### config.mk
export PLATFORM = sky130hd
export DESIGN_NAME = key_event_arbiter
export DESIGN_NICKNAME = d
export VERILOG_FILES = /design/src/rtl/key_event_arbiter.sv
export SDC_FILE = /design/constraint.sdc
export NUM_CORES = 1
export LEC_CHECK = 0
export ABC_AREA = 0
export CORE_MARGIN = 1
export CORE_UTILIZATION = 52
export CTS_CLUSTER_DIAMETER = 30
export CTS_CLUSTER_SIZE = 12
export DETAILED_ROUTE_END_ITERATION = 16
export HOLD_SLACK_MARGIN = 0.05
export PLACE_DENSITY = 0.82
export REMOVE_ABC_BUFFERS = 1
export SLEW_MARGIN = 20
export SYNTH_ARGS = -nofsm -noshare
export SYNTH_HDL_FRONTEND = slang
export SYNTH_SLANG_ARGS = --single-unit
### constraint.sdc
create_clock -name clk -period 3.75 [get_ports clk]
set_clock_uncertainty 0.15 [all_clocks]
set_input_delay 0.375 -clock clk [delete_from_list [all_inputs] [get_ports clk]]
set_output_delay 0.375 -clock clk [all_outputs]
set_load 0.01 [all_outputs]
### src/rtl/key_event_arbiter.sv
// Per-key press queue with round-robin serialisation onto a valid/ready event port.
// Optional per-key press counters: define KEY_ARB_PRESS_CNT_EN.
module key_event_arbiter #(
    parameter int N_KEYS = 4,
    parameter int CODE_W = 2,
    parameter int DROP_W = 8
) (
    input  logic              clk,
    input  logic              rst_n,
    input  logic [N_KEYS-1:0] key_flag,
    output logic              evt_valid,
    input  logic              evt_ready,
    output logic [CODE_W-1:0] evt_code,
    output logic [N_KEYS-1:0] pend,
    output logic              drop_pulse,
    output logic [DROP_W-1:0] drop_cnt
`ifdef KEY_ARB_PRESS_CNT_EN
    ,
    output logic [3*N_KEYS-1:0] press_cnt
`endif
);

    typedef enum logic {
        IDLE,
        HOLD
    } state_t;

    state_t            state_q;
    state_t            state_d;
    logic [CODE_W-1:0] rr_ptr;
    logic [CODE_W-1:0] rr_d;
    logic [CODE_W-1:0] code_d;
    logic [CODE_W-1:0] gidx;
    logic              found;
    logic              valid_d;
    int                scan_j;
    logic [N_KEYS-1:0] grant_clr;
    logic [N_KEYS-1:0] drop_vec;
    logic [N_KEYS-1:0] pend_d;

    // First pending key at or after rr_ptr, wrapping past N_KEYS-1
    always_comb begin
        found  = 1'b0;
        gidx   = '0;
        scan_j = 0;
        for (int k = 0; k < N_KEYS; k++) begin
            scan_j = int'(rr_ptr) + k;
            if (scan_j >= N_KEYS) scan_j = scan_j - N_KEYS;
            if (!found && pend[scan_j]) begin
                found = 1'b1;
                gidx  = CODE_W'(scan_j);
            end
        end
    end

    always_comb begin
        state_d   = state_q;
        valid_d   = evt_valid;
        code_d    = evt_code;
        rr_d      = rr_ptr;
        grant_clr = '0;
        unique case (state_q)
            IDLE: begin
                if (found) begin
                    grant_clr[gidx] = 1'b1;
                    code_d          = gidx;
                    valid_d         = 1'b1;
                    state_d         = HOLD;
                end
            end
            HOLD: begin
                if (evt_ready) begin
                    valid_d = 1'b0;
                    state_d = IDLE;
                    rr_d    = (evt_code == CODE_W'(N_KEYS - 1)) ?
                              '0 : evt_code + CODE_W'(1);
                end
            end
            default: state_d = IDLE;
        endcase
    end

    // A press on a bit being granted this cycle re-arms it instead of dropping
    always_comb begin
        drop_vec = key_flag & pend & ~grant_clr;
        pend_d   = (pend & ~grant_clr) | key_flag;
    end

    always_ff @(posedge clk or negedge rst_n) begin
        if (!rst_n) begin
            state_q   <= IDLE;
            evt_valid <= 1'b0;
            evt_code  <= '0;
            rr_ptr    <= '0;
        end else begin
            state_q   <= state_d;
            evt_valid <= valid_d;
            evt_code  <= code_d;
            rr_ptr    <= rr_d;
        end
    end

    always_ff @(posedge clk or negedge rst_n) begin
        if (!rst_n) begin
            pend       <= '0;
            drop_pulse <= 1'b0;
            drop_cnt   <= '0;
        end else begin
            pend       <= pend_d;
            drop_pulse <= |drop_vec;
            if (|drop_vec && drop_cnt != '1)
                drop_cnt <= drop_cnt + DROP_W'(1);
        end
    end

`ifdef KEY_ARB_PRESS_CNT_EN
    always_ff @(posedge clk or negedge rst_n) begin
        if (!rst_n) begin
            press_cnt <= '0;
        end else begin
            for (int i = 0; i < N_KEYS; i++) begin
                if (key_flag[i] && !drop_vec[i])
                    press_cnt[3*i +: 3] <= press_cnt[3*i +: 3] + 3'd1;
            end
        end
    end
`endif

endmodule

==> qor.txt <==
Vias/cell: 5.90
io pins: 23
global route hottest layer: met2
Power Density: 766 nW/µm²
Nets: 125
slew of the pin with the lowest slew margin: 0.832 ns
Final Max Tran Viols: 0
largest net degree at the start of global routing: 20
worst-path cell chain: and2b_1 > a21oi_1 > a31oi_2 > o311ai_1 > nand4_1 > nand4_1 > mux2_1
combinational share of power: 0.494
final hold slack: 0.363 ns
Final setup viols: 0
P&R area growth vs syn: 25.2%
number of cells on the critical path: 7
clock sink count: 19
initial antenna violation count: 0
clk buf depth: 2
Critical Path End Type: register
startpoint types: register
crit path buf inv count: 0
power share of the clock group: 0.104
Peak VDD IR: 0.528 mV
met1 Usage GRT: 0.295
gp weighted congestion: 0.850
CP max FO: 13
Yosys warnings: 0
Tcrit/Tclk final: 0.766
core outline area: 1780 µm²
residual DRC count: 0
Critical Path AT: 2.91 ns
Die H: 46.3 µm
ys async rst share: 1.00
hold_buf cts: 0
Wirelength per Cell: 14.3 µm
htree depth: 1
CTS buffer count: 3
Final min period: 2.87 ns
cell at the slowest stage of the critical path: nand4_1
sequential power share: 0.402
simple-gate portion of the synthesized area: 0.147
FF+latch count, synth: 19
hold path startpoint: evt_code[0]$_DFFE_PN0P_
grt ovf: 0
routed vias: 826
register area share after synthesis: 0.466
most used flip-flop cell after synthesis: dfrtp_1
Starting DRT DRC Count: 14
final hold violations: 0
post-synthesis adder-cell area fraction: 0.0245
post-synthesis compound-gate area fraction: 0.283
Pre-antenna DRT Iters: 4
layout cells sized above 1: 0.157
vias in the first global route: 828
Initial Util: 0.572
final setup TNS: 0 ns
M2 GR Usage: 0.397
total wire length: 2010 µm
Mean Syn Cell Area: 11.2 µm²
Peak Freq: 348 MHz
DPL Wire Length: 1520 µm
GRT Util Overall: 0.236
met3 GRT Util: 0.0471
Slew headroom: 0.444
row cnt: 15
clock tree from TritonCTS: done
Synth Area in XOR/XNOR: 0.00859
CTS resizes: 0
antenna-violating nets left: 0
fin util: 0.716
Reg-to-Reg End: drop_cnt[5]$_DFFE_PN0P_
CP peak stage delay: 0.58 ns
mux share of post-synthesis cell area: 0.0331
CP startpoint: pend[2]$_DFF_PN0_
RR Startpoint: pend[2]$_DFF_PN0_
I/O Buffers: 22
Antenna Cells: 0
R2R cell count: 7
most used cell, CP: nand4_1
Die X: 46.3 µm
number of enable flip-flop cells after synthesis: 0
outcome: complete, no violations
Syn Std Cell Area: 1020 µm²
Critical Path RT: 3.79 ns
Worst-Skew Late Latency: 0.29 ns
clock slew seen by the registers of the worst setup and hold paths: 0.11 ns
most frequent cells in the layout: clkdlybuf4s50_1 (22), dfrtp_1 (19), nand2_1 (8)
unrepaired setup endpoints after global routing: false
Synth cell types: 33
P_int: 0.580 mW
P_sw: 0.397 mW
clock root cell: clkbuf_4
Net Sw Frac: 0.406
Mapped Cells: 91
P_leak: 0.518 nW
Worst Setup EP: drop_cnt[5]$_DFFE_PN0P_
first-pass GRT wire length: 3560 µm
type of the worst min-delay path: reg -> reg
crit path kind: reg -> reg
delay-heaviest family, CP: simple AND/OR/NAND/NOR gates
largest family of logic cells by synthesized area: compound AO/OA/AOI/OAI gates
Post-CTS Setup Bufs: 0
number of max-cap violations: 0
setup slack on the worst flop-to-flop path: 0.88 ns
die area: 2140 µm²
commonest non-fill, non-tap cell in the layout: clkdlybuf4s50_1
[worst min-delay path by stage]
stage / to / slack (ns) / cells after the start
floorplan: drop_cnt[0]$_DFFE_PN0P_ / -0.07 / 0
detailed placement: rr_ptr[0]$_DFFE_PN0P_ / 0.35 / 1
global placement: rr_ptr[0]$_DFFE_PN0P_ / 0.34 / 2
CTS: rr_ptr[0]$_DFFE_PN0P_ / 0.37 / 1
global route: drop_cnt[0]$_DFFE_PN0P_ / 0.40 / 1
finish: rr_ptr[0]$_DFFE_PN0P_ / 0.36 / 1
[through the flow]
step / cell area (µm²) / total power, mW / worst slack (ns) / std cells
2_1_floorplan: 997 / 0.671 / 1.17 / 89
3_3_place_gp: 1250 / 0.863 / 0.917 / 136
3_5_place_dp: 1250 / 0.881 / 0.888 / 136
6_report: 1280 / 0.977 / 0.879 / 140
4_1_cts: 1280 / 0.987 / 0.847 / 140
5_1_grt: 1280 / 1.06 / 0.622 / 140
[cell families (layout without fill, tap and decap cells)]
group | after synthesis | count (layout)
AO/OA/AOI/OAI | 33 | 33
multiplexers | 3 | 3
XOR/XNOR | 1 | 1
flip-flops | 19 | 19
AND/OR/NAND/NOR | 27 | 27
buffers and inverters | 6 | 30
adder cells (fa/ha/maj) | 2 | 2
[state kept, by name, summed over array words and instances (netlist names)]
| register | count |
|---|---|
| pend | 4 |
| evt_valid | 1 |
| drop_pulse | 1 |
| rr_ptr | 2 |
| drop_cnt | 8 |
| evt_code | 2 |
| state_q | 1 |
[power groups by stage]
| stage | clock network (mW) | registers (mW) | logic (mW) |
|---|---|---|---|
| 2_1_floorplan | 0 | 0.406 | 0.265 |
| 3_3_place_gp | 0 | 0.390 | 0.473 |
| 3_5_place_dp | 0 | 0.395 | 0.486 |
| 4_1_cts | 0.106 | 0.391 | 0.489 |
| 5_1_grt | 0.115 | 0.409 | 0.539 |
| 6_report | 0.102 | 0.392 | 0.483 |
[per-layer routing]
layer	share of wire	vias to the layer above	routed length, µm
met5	0	-	0
met4	0.0070	0	14
met3	0.046	2	93
met2	0.49	24	986
met1	0.45	405	913
li1	-	395	-
[Yosys cell counts, types with 3 or more instances]
cell type	count	area, µm²
o311ai_1	3	26.3
o21bai_1	3	22.5
dfrtp_1	19	475
inv_1	4	15.0
o21ai_0	4	20.0
a21oi_2	5	43.8
nand3_1	3	15.0
a31oi_1	3	18.8
o31ai_1	3	22.5
nor3_1	3	15.0
a41oi_2	3	48.8
and3_1	3	18.8
nand2_1	8	30.0
[worst register-to-register path: stages (launching register included)]
cell,delay (ns)
dfrtp_1,0.45
and2b_1,0.22
a21oi_1,0.20
a31oi_2,0.20
o311ai_1,0.30
nand4_1,0.58
nand4_1,0.33
mux2_1,0.34
[cell type report]
class / instances / area [µm²]
Tap cell: 25 / 31.3
Clock buffer: 3 / 22.5
Clock inverter: 1 / 5.00
Timing Repair Buffer: 22 / 220
Sequential cell: 19 / 475
Multi-Input combinational cell: 66 / 507
Fill cell: 137 / 507
Inverter: 4 / 15.0
Note: power is estimated with default switching activity, not from simulation.
